==> src/rtl/wfi_ctrl_pkg.sv <==
// Shared types for the WFI controller: FSM state encoding and privilege-mode codes.
package wfi_ctrl_pkg;

  typedef enum logic [1:0] {
    IDLE = 2'b00,
    WAIT = 2'b01,
    TRAP = 2'b10,
    WAKE = 2'b11
  } wfi_state_t;

  localparam logic [1:0] M_MODE = 2'b11;
  localparam logic [1:0] S_MODE = 2'b01;
  localparam logic [1:0] U_MODE = 2'b00;

endpackage

==> src/rtl/wfi_ctrl_timer.sv <==
// WFI timeout timer: saturating cycle counter, latched limit and an equality compare.
module wfi_timer #(
  parameter int unsigned CNT_W = 16
) (
  input  logic             clk,
  input  logic             reset_n,
  input  logic             clear,
  input  logic             load,
  input  logic             inc,
  input  logic [CNT_W-1:0] limit,
  output logic             expired
);

  logic [CNT_W-1:0] count;
  logic [CNT_W-1:0] limit_q;

  // Counter sticks at all-ones so a maximal limit still matches exactly once.
  always_ff @(posedge clk or negedge reset_n) begin
    if (!reset_n) begin
      count   <= '0;
      limit_q <= '0;
    end else begin
      if (clear) begin
        count <= '0;
      end else if (inc && (count != '1)) begin
        count <= count + CNT_W'(1);
      end
      if (load) begin
        limit_q <= limit;
      end
    end
  end

  assign expired = (count == limit_q);

endmodule

==> src/rtl/wfi_ctrl.sv <==
// WFI controller: holds a committed WFI in M until interrupt wake, timeout fault or flush.
module wfi_ctrl
  import wfi_ctrl_pkg::*;
#(
  parameter int unsigned CNT_W       = 16,
  parameter int unsigned NUM_IRQ     = 12,
  parameter bit          S_SUPPORTED = 1'b1,
  parameter bit          U_SUPPORTED = 1'b1
) (
  input  logic               clk,
  input  logic               reset_n,
  input  logic               StallW,
  input  logic               FlushW,
  input  logic               FlushM,
  input  logic               wfiM,
  input  logic [1:0]         PrivilegeModeW,
  input  logic               STATUS_TW,
  input  logic [NUM_IRQ-1:0] MIP,
  input  logic [NUM_IRQ-1:0] MIE,
  input  logic [CNT_W-1:0]   WFILimit,
  output logic               WFIStallM,
  output logic               WFITimeoutM,
  output logic               WFIWakeM,
  output logic               wfiW,
  output logic               WFIBusy
);

  wfi_state_t state, state_n;
  logic       wake;
  logic       armed;
  logic       expired;
  logic       timer_clear, timer_load, timer_inc;

  // Wake ignores global MIE/SIE: any individually enabled pending interrupt ends the WFI.
  assign wake  = |(MIP & MIE);
  assign armed = U_SUPPORTED &&
                 ((STATUS_TW && (PrivilegeModeW != M_MODE)) ||
                  (S_SUPPORTED && (PrivilegeModeW == U_MODE)));

  if (U_SUPPORTED) begin : g_timer
    wfi_timer #(.CNT_W(CNT_W)) u_timer (
      .clk     (clk),
      .reset_n (reset_n),
      .clear   (timer_clear),
      .load    (timer_load),
      .inc     (timer_inc),
      .limit   (WFILimit),
      .expired (expired)
    );
  end else begin : g_no_timer
    assign expired = 1'b0;
  end

  // State register
  always_ff @(posedge clk or negedge reset_n) begin
    if (!reset_n) state <= IDLE;
    else          state <= state_n;
  end

  // Next state and timer control; flush beats wake beats timeout in WAIT
  always_comb begin
    state_n     = state;
    timer_clear = 1'b0;
    timer_load  = 1'b0;
    timer_inc   = 1'b0;
    case (state)
      IDLE: begin
        if (wfiM && !FlushM) begin
          if (wake) begin
            state_n = WAKE;
          end else begin
            state_n     = WAIT;
            timer_clear = 1'b1;
            timer_load  = 1'b1;
          end
        end
      end
      WAIT: begin
        if (FlushM) begin
          state_n     = IDLE;
          timer_clear = 1'b1;
        end else if (wake) begin
          state_n = WAKE;
        end else if (armed && expired) begin
          state_n = TRAP;
        end else begin
          timer_inc = 1'b1;
        end
      end
      TRAP:    state_n = IDLE;
      WAKE:    state_n = IDLE;
      default: state_n = IDLE;
    endcase
  end

  // Outputs decoded from the state register only, so they are glitch-free and exclusive
  always_comb begin
    WFIStallM   = (state == WAIT);
    WFITimeoutM = (state == TRAP);
    WFIWakeM    = (state == WAKE);
    WFIBusy     = (state != IDLE);
  end

  always_ff @(posedge clk or negedge reset_n) begin
    if (!reset_n)     wfiW <= 1'b0;
    else if (FlushW)  wfiW <= 1'b0;
    else if (!StallW) wfiW <= wfiM && ((state == WAKE) || ((state == IDLE) && wake));
  end

endmodule

==> config.mk <==
export PLATFORM = sky130hd
export DESIGN_NAME = wfi_ctrl
export DESIGN_NICKNAME = d
export VERILOG_FILES = /design/src/rtl/wfi_ctrl_pkg.sv /design/src/rtl/wfi_ctrl_timer.sv /design/src/rtl/wfi_ctrl.sv
export SDC_FILE = /design/constraint.sdc
export NUM_CORES = 1
export LEC_CHECK = 0
export ABC_AREA = 1
export BUFFER_PORTS_ARGS = -buffer_cell sky130_fd_sc_hd__buf_2
export CAP_MARGIN = 30
export CORE_MARGIN = 3
export CORE_UTILIZATION = 58
export CTS_CLUSTER_SIZE = 24
export DETAILED_ROUTE_END_ITERATION = 8
export PLACE_DENSITY_LB_ADDON = 0.15
export SYNTH_ARGS = -nofsm -noshare
export SYNTH_HDL_FRONTEND = slang
export SYNTH_SLANG_ARGS = --single-unit
==> constraint.sdc <==
create_clock -name clk -period 2.42 [get_ports clk]
set_input_delay 0.484 -clock clk [delete_from_list [all_inputs] [get_ports clk]]
set_output_delay 0.484 -clock clk [all_outputs]
set_load 0.01 [all_outputs]
Word level (Yosys, flattened, before mapping)
Index checks and enable logic that the tools add are counted.
{"block": "word_totals", "ff_bits": 35, "in_bits": 49, "out_inout_bits": 5, "word_cells": 50}
{"block": "classes", "n_addsub": 1, "n_eq_ne": 9, "mux": 19, "bitwise": 1, "n_reduce_logical": 16}
{"op": "2-to-1 mux 16 bit", "count": 2}
{"op": "adder 16 x 1 -> 16 bit, second input constant", "count": 1}
{"op": "== test 16 bit", "count": 1}
{"op": "inequality test 16 bit, second input constant", "count": 1}
{"op": "bitwise AND 12 bit", "count": 1}
{"op": "OR reduction 12 bit", "count": 1}
{"op": "2-to-1 mux 1 bit", "count": 10}
{"op": "2-to-1 mux 2 bit", "count": 5}
{"op": "logical AND 1 bit", "count": 6}
{"op": "case mux 2 bit (3 select lines)", "count": 1}
{"op": "== test 2 bit, second input constant", "count": 2}
{"op": "logical NOT 2 bit", "count": 2}
{"op": "inequality test 2 bit, second input constant", "count": 2}
{"op": "inequality test 4 x 2 -> 1 bit, second input constant", "count": 1}
{"op": "nonzero test 2 bit", "count": 2}
{"op": "== test 2 x 1 -> 1 bit, second input constant", "count": 1}
{"op": "logical OR 1 bit", "count": 2}
{"op": "inequality test 2 x 1 -> 1 bit, second input constant", "count": 1}
{"op": "case mux 1 bit (2 select lines)", "count": 1}
{"op": "AND reduction 2 bit", "count": 1}
{"op": "OR reduction 2 bit", "count": 1}
{"op": "logical NOT 1 bit", "count": 1}

Longest topological paths before layout
{"block": "depth", "depth_word": 11, "mapped_depth": 13, "ltp_nobuf": 11}

Modules after synthesis
Synthesis repeated with hierarchy kept, for this count alone.
{"block": "unflattened", "hier_cells": 290, "hier_area_um2": 2162.1}
{"module": "wfi_timer", "instances": 1, "cells_per_inst": 229, "area_per_inst_um2": 1809.2, "seq_area_each_um2": 800.8}
{"module": "wfi_ctrl", "instances": 1, "cells_per_inst": 61, "area_per_inst_um2": 352.8, "seq_area_each_um2": 75.1}

Worst setup path after synthesis
No wires, ideal clock.
{"block": "synth_path", "kind": "register to register", "from": "reg g_timer.u_timer.count[0]", "to": "reg g_timer.u_timer.count[14]", "setup_time_ps": 116, "t_arrival_ps": 1518, "required_ps": 2304, "slack_ps": 785, "stages_incl_launch_ff": 12, "path_buffers": 1, "period_less_slack_ps": 1635, "cell_sequence": "dfrtp_1 > ha_1 > nand2_1 > nor2_4 > nand2_2 > nor2_2 > nand4_2 > nand3_4 > nand2_4 > buf_8 > nand2_1 > nand2_1"}
{"block": "synth_via", "elab_chain_len": 8, "elab_cells_between_ends": 12, "classes_between": "add/sub: 1; eq/ne: 2; mux: 6; reduce/logical: 3"}
{"element": "start: declaration", "line": "wfi_ctrl_timer.sv:14", "rtl": "logic [CNT_W-1:0] count;"}
{"element": "start signal: assignment", "line": "wfi_ctrl_timer.sv:26", "rtl": "count <= count + CNT_W'(1);"}
{"element": "== test 16 bit", "line": "wfi_ctrl_timer.sv:34", "rtl": "assign expired = (count == limit_q);"}
{"element": "logical AND 1 bit", "line": "wfi_ctrl.sv:84", "rtl": "end else if (armed && expired) begin"}
{"element": "2-to-1 mux 1 bit", "line": "wfi_ctrl.sv:84"}
{"element": "2-to-1 mux 1 bit", "line": "wfi_ctrl.sv:82", "rtl": "end else if (wake) begin"}
{"element": "2-to-1 mux 1 bit", "line": "wfi_ctrl.sv:79", "rtl": "if (FlushM) begin"}
{"element": "2-to-1 mux 1 bit", "line": "wfi_ctrl.sv:66", "rtl": "case (state)"}
{"element": "logical AND 1 bit", "line": "wfi_ctrl_timer.sv:25", "rtl": "end else if (inc && (count != '1)) begin"}
{"element": "nonzero test 2 bit (no source line)"}
Several ways; a longest one is shown, not always the timed one. The select of a mux whose other input is x is not followed.
A chain may end at the register's enable or synchronous reset.

Final worst setup path
{"block": "layout_path", "from": "reg g_timer.u_timer.count[0]", "to": "reg g_timer.u_timer.count[9]"}
Same word-level chain as after synthesis.

==> summary.md <==
| Metric | Value |
|---|---|
| Syn Nets | between 300 and 400 |
| Wirelength per Cell | 11.2 microns |
| Crit path DAT | about 2100 ps |
| Library cells used by synthesis | 29 |
| Final Max Tran Viols | 0 |
| Tot Pwr | 2310 uW |
| First-pass DRT Iterations | 4 |
| H-tree level count | 2 |
| Vias | ~2100 |
| Max-cap violations | 0 |
| CTS Sinks | 35 |
| Area Growth Syn to Fin | 16.3% |
| Fin Setup TNS | 0 ps |
| Final period utilization | around 80% |
| Register area share after synthesis | a little under two fifths |
| CP startpoint kind | register |
| LEAKAGE | between 0.001 and 0.0015 uW |
| I/O Buffers | 53 |
| Count of final hold-check violations | 0 |
| CP required | ~2600 ps |
| Placed wire-length estimate | 3630 microns |
| Worst vdd ir | ~0.49 mV |
| Post-CTS Setup Inserts | 0 |
| DP Area | 0.00257 sq mm |
| Clock Latency Late Sink | about 290 ps |
| DRT Wirelength | 4850 microns |
| Most frequent cells in the layout | nand2_1 (139), buf_2 (53), nor2_1 (35), dfrtp_1 (35), inv_1 (32) |
| CP Capture Type | register |
| YS warnings | 0 |
| Synthesized area | about 0.0023 sq mm |
| DRT iter0 DRCs | 114 |
| Pin count of the biggest net entering global routing | 36 |
| CP max-delay cell | dfrtp_1 |
| Resize count post-CTS | 0 |
| Number of flops mapped to enable cells by yosys | 0 |
| CTS Buffer Depth | 2 |
| Max Freq | between 500 and 600 MHz |
| Synth Register Bits | 35 |
| Die area | 0.00473 sq mm |
| Ant. Diodes | 0 |
| Status | completed |
| Gpl congestion | between 0.8 and 0.9 |
| Crit path kind | reg2reg |
| Width of the die | slightly below 70 microns |
| Site row count | 22 |
| RSZ-0062 raised after global routing | false |
| Clk Tree Root Cell | clkbuf_8 |
| Hold_buf cts | 0 |
| Crit-path cells | ha_1, nand2_1, nor2_4, nand2_2, nor2_2, nand4_2, nand3_4, nand2_4, nand2_1, nand2_1 |
| First-pass GRT wire length | roughly 8000 microns |
| Number of global-route vias before repair | 1969 |
| Rel. slew slack | 47.7% |
| Final Skew | 7.24 ps |
| Post-route minimum period | roughly 1900 ps |
| Avg Vias per Cell | a little under 5 |
| Synth Flop Type | dfrtp_1 |
| Hold Crit Class | in2async |
| Clk slew on worst S/H paths | approximately 70 ps |
| DRC viols | 0 |
| Post-layout net count | 435 |
| Ports | 54 |
| CP peak stage delay | between 400 and 500 ps |
| Syn Inst Count | between 300 and 400 |
| Power density over the cells | between 800 and 900 mW/mm^2 |
| Commonest non-fill, non-tap cell in the layout | nand2_1 |
| Worst slew pin tran | ~800 ps |
| CP dominant cell by count | nand2_1 |
| Total CTS buffers | 5 |
| Chip height | 68.7 microns |
| Layout Cell Area excl Fill | approximately 0.0027 sq mm |
| Antenna violations before repair | 0 |
| Area of the core | around 0.0037 sq mm |
| Initial Utilization | between 60% and 70% |
| Synth async-reset ratio | 100% |
| Grt total ovfl | 0 |
| Worst Path Max Fanout | 17 |
| Gr usage total | a little under a quarter |
| Mean post-synth cell area | 6.88 sq um |
| CTS tree | built |
| Setup violations, final | 0 |
| Fraction of layout cells with a size suffix above 1 | a little over a fifth |
| Final ANT Viol Nets | 0 |
## stage by stage
stage               utilization (%)  std cells  hold slack [ps]  worst slack [ps]
floorplan                         -        332              188               785
finish                         71.5        434              273               513
CTS                            71.5        434              293               516
global route                   71.5        434              317               313
global placement               69.2        426              488               450
detailed placement             69.2        426              492               408
## sequential cells by signal (all words and copies together) (netlist names)
name and cells:
g_timer.u_timer.count 16, g_timer.u_timer.limit_q 16, state 2, wfiW 1
## critical path: cells and delay by family (launching register included)
family	cells	cell delay, ps
and+or+nand+nor	9	1170
DFF	1	430
adders and majority gates	1	190
## cell type report
class | instances | area (sq um)
clock buffers | 6 | 72.6
clock inverters | 2 | 12.5
fillers | 330 | 1060
inverters | 37 | 141
multi-input cells | 252 | 1210
flip-flops and latches | 35 | 876
well taps | 48 | 60.1
repair buffers | 54 | 285
## metal layers
layer  GRT usage, %  wire (microns)  part of all wire, %
met3           5.83             276                  5.7
met5              0               0                    0
met1           28.7            2070                   43
met4           8.03              59                  1.2
met2           39.7            2440                   50
## cells in the mapped netlist, types with 4 or more instances
cell	count	area, sq um
buf_2	4	20.0
nand2_1	139	522
nand3_1	23	115
dfrtp_1	35	876
nor2_1	35	131
xor2_1	9	78.8
o21ai_0	10	50.1
nor2_2	5	31.3
nor3_1	4	20.0
xnor2_1	8	70.1
inv_2	4	15.0
inv_1	32	120
## kinds of logic after synthesis
group | Yosys count | synth area share [%]
buf+inv | 45 | 8.71
flops | 35 | 38.4
compound gates | 16 | 4.22
fa+ha+maj | 1 | 0.548
xor+xnor | 17 | 6.52
simple gates | 218 | 41.6
## where the power goes
group / switching [uW] / internal [uW] / leakage, uW
Clock: 214 / 201 / 0.0000412
Sequential: 240 / 778 / 0.000438
Combinational: 502 / 375 / 0.000965
Total: 956 / 1350 / 0.00144
## worst paths after layout
path / startpoint / to / slack [ps] / cells after the start
worst max-delay path: g_timer.u_timer.count[0] / g_timer.u_timer.count[9] / 510 / 10
worst min-delay path: reset_n / state[0] / 270 / 1
worst max register to register: g_timer.u_timer.count[0] / g_timer.u_timer.count[9] / 510 / 10
worst min register to register: g_timer.u_timer.limit_q[0] / g_timer.u_timer.limit_q[0] / 500 / 2
max in group asynchronous: reset_n / g_timer.u_timer.count[10] / 1650 / 1
min in group clk: FlushW / wfiW / 350 / 2
No activity file was read; power rests on OpenSTA's default activity.
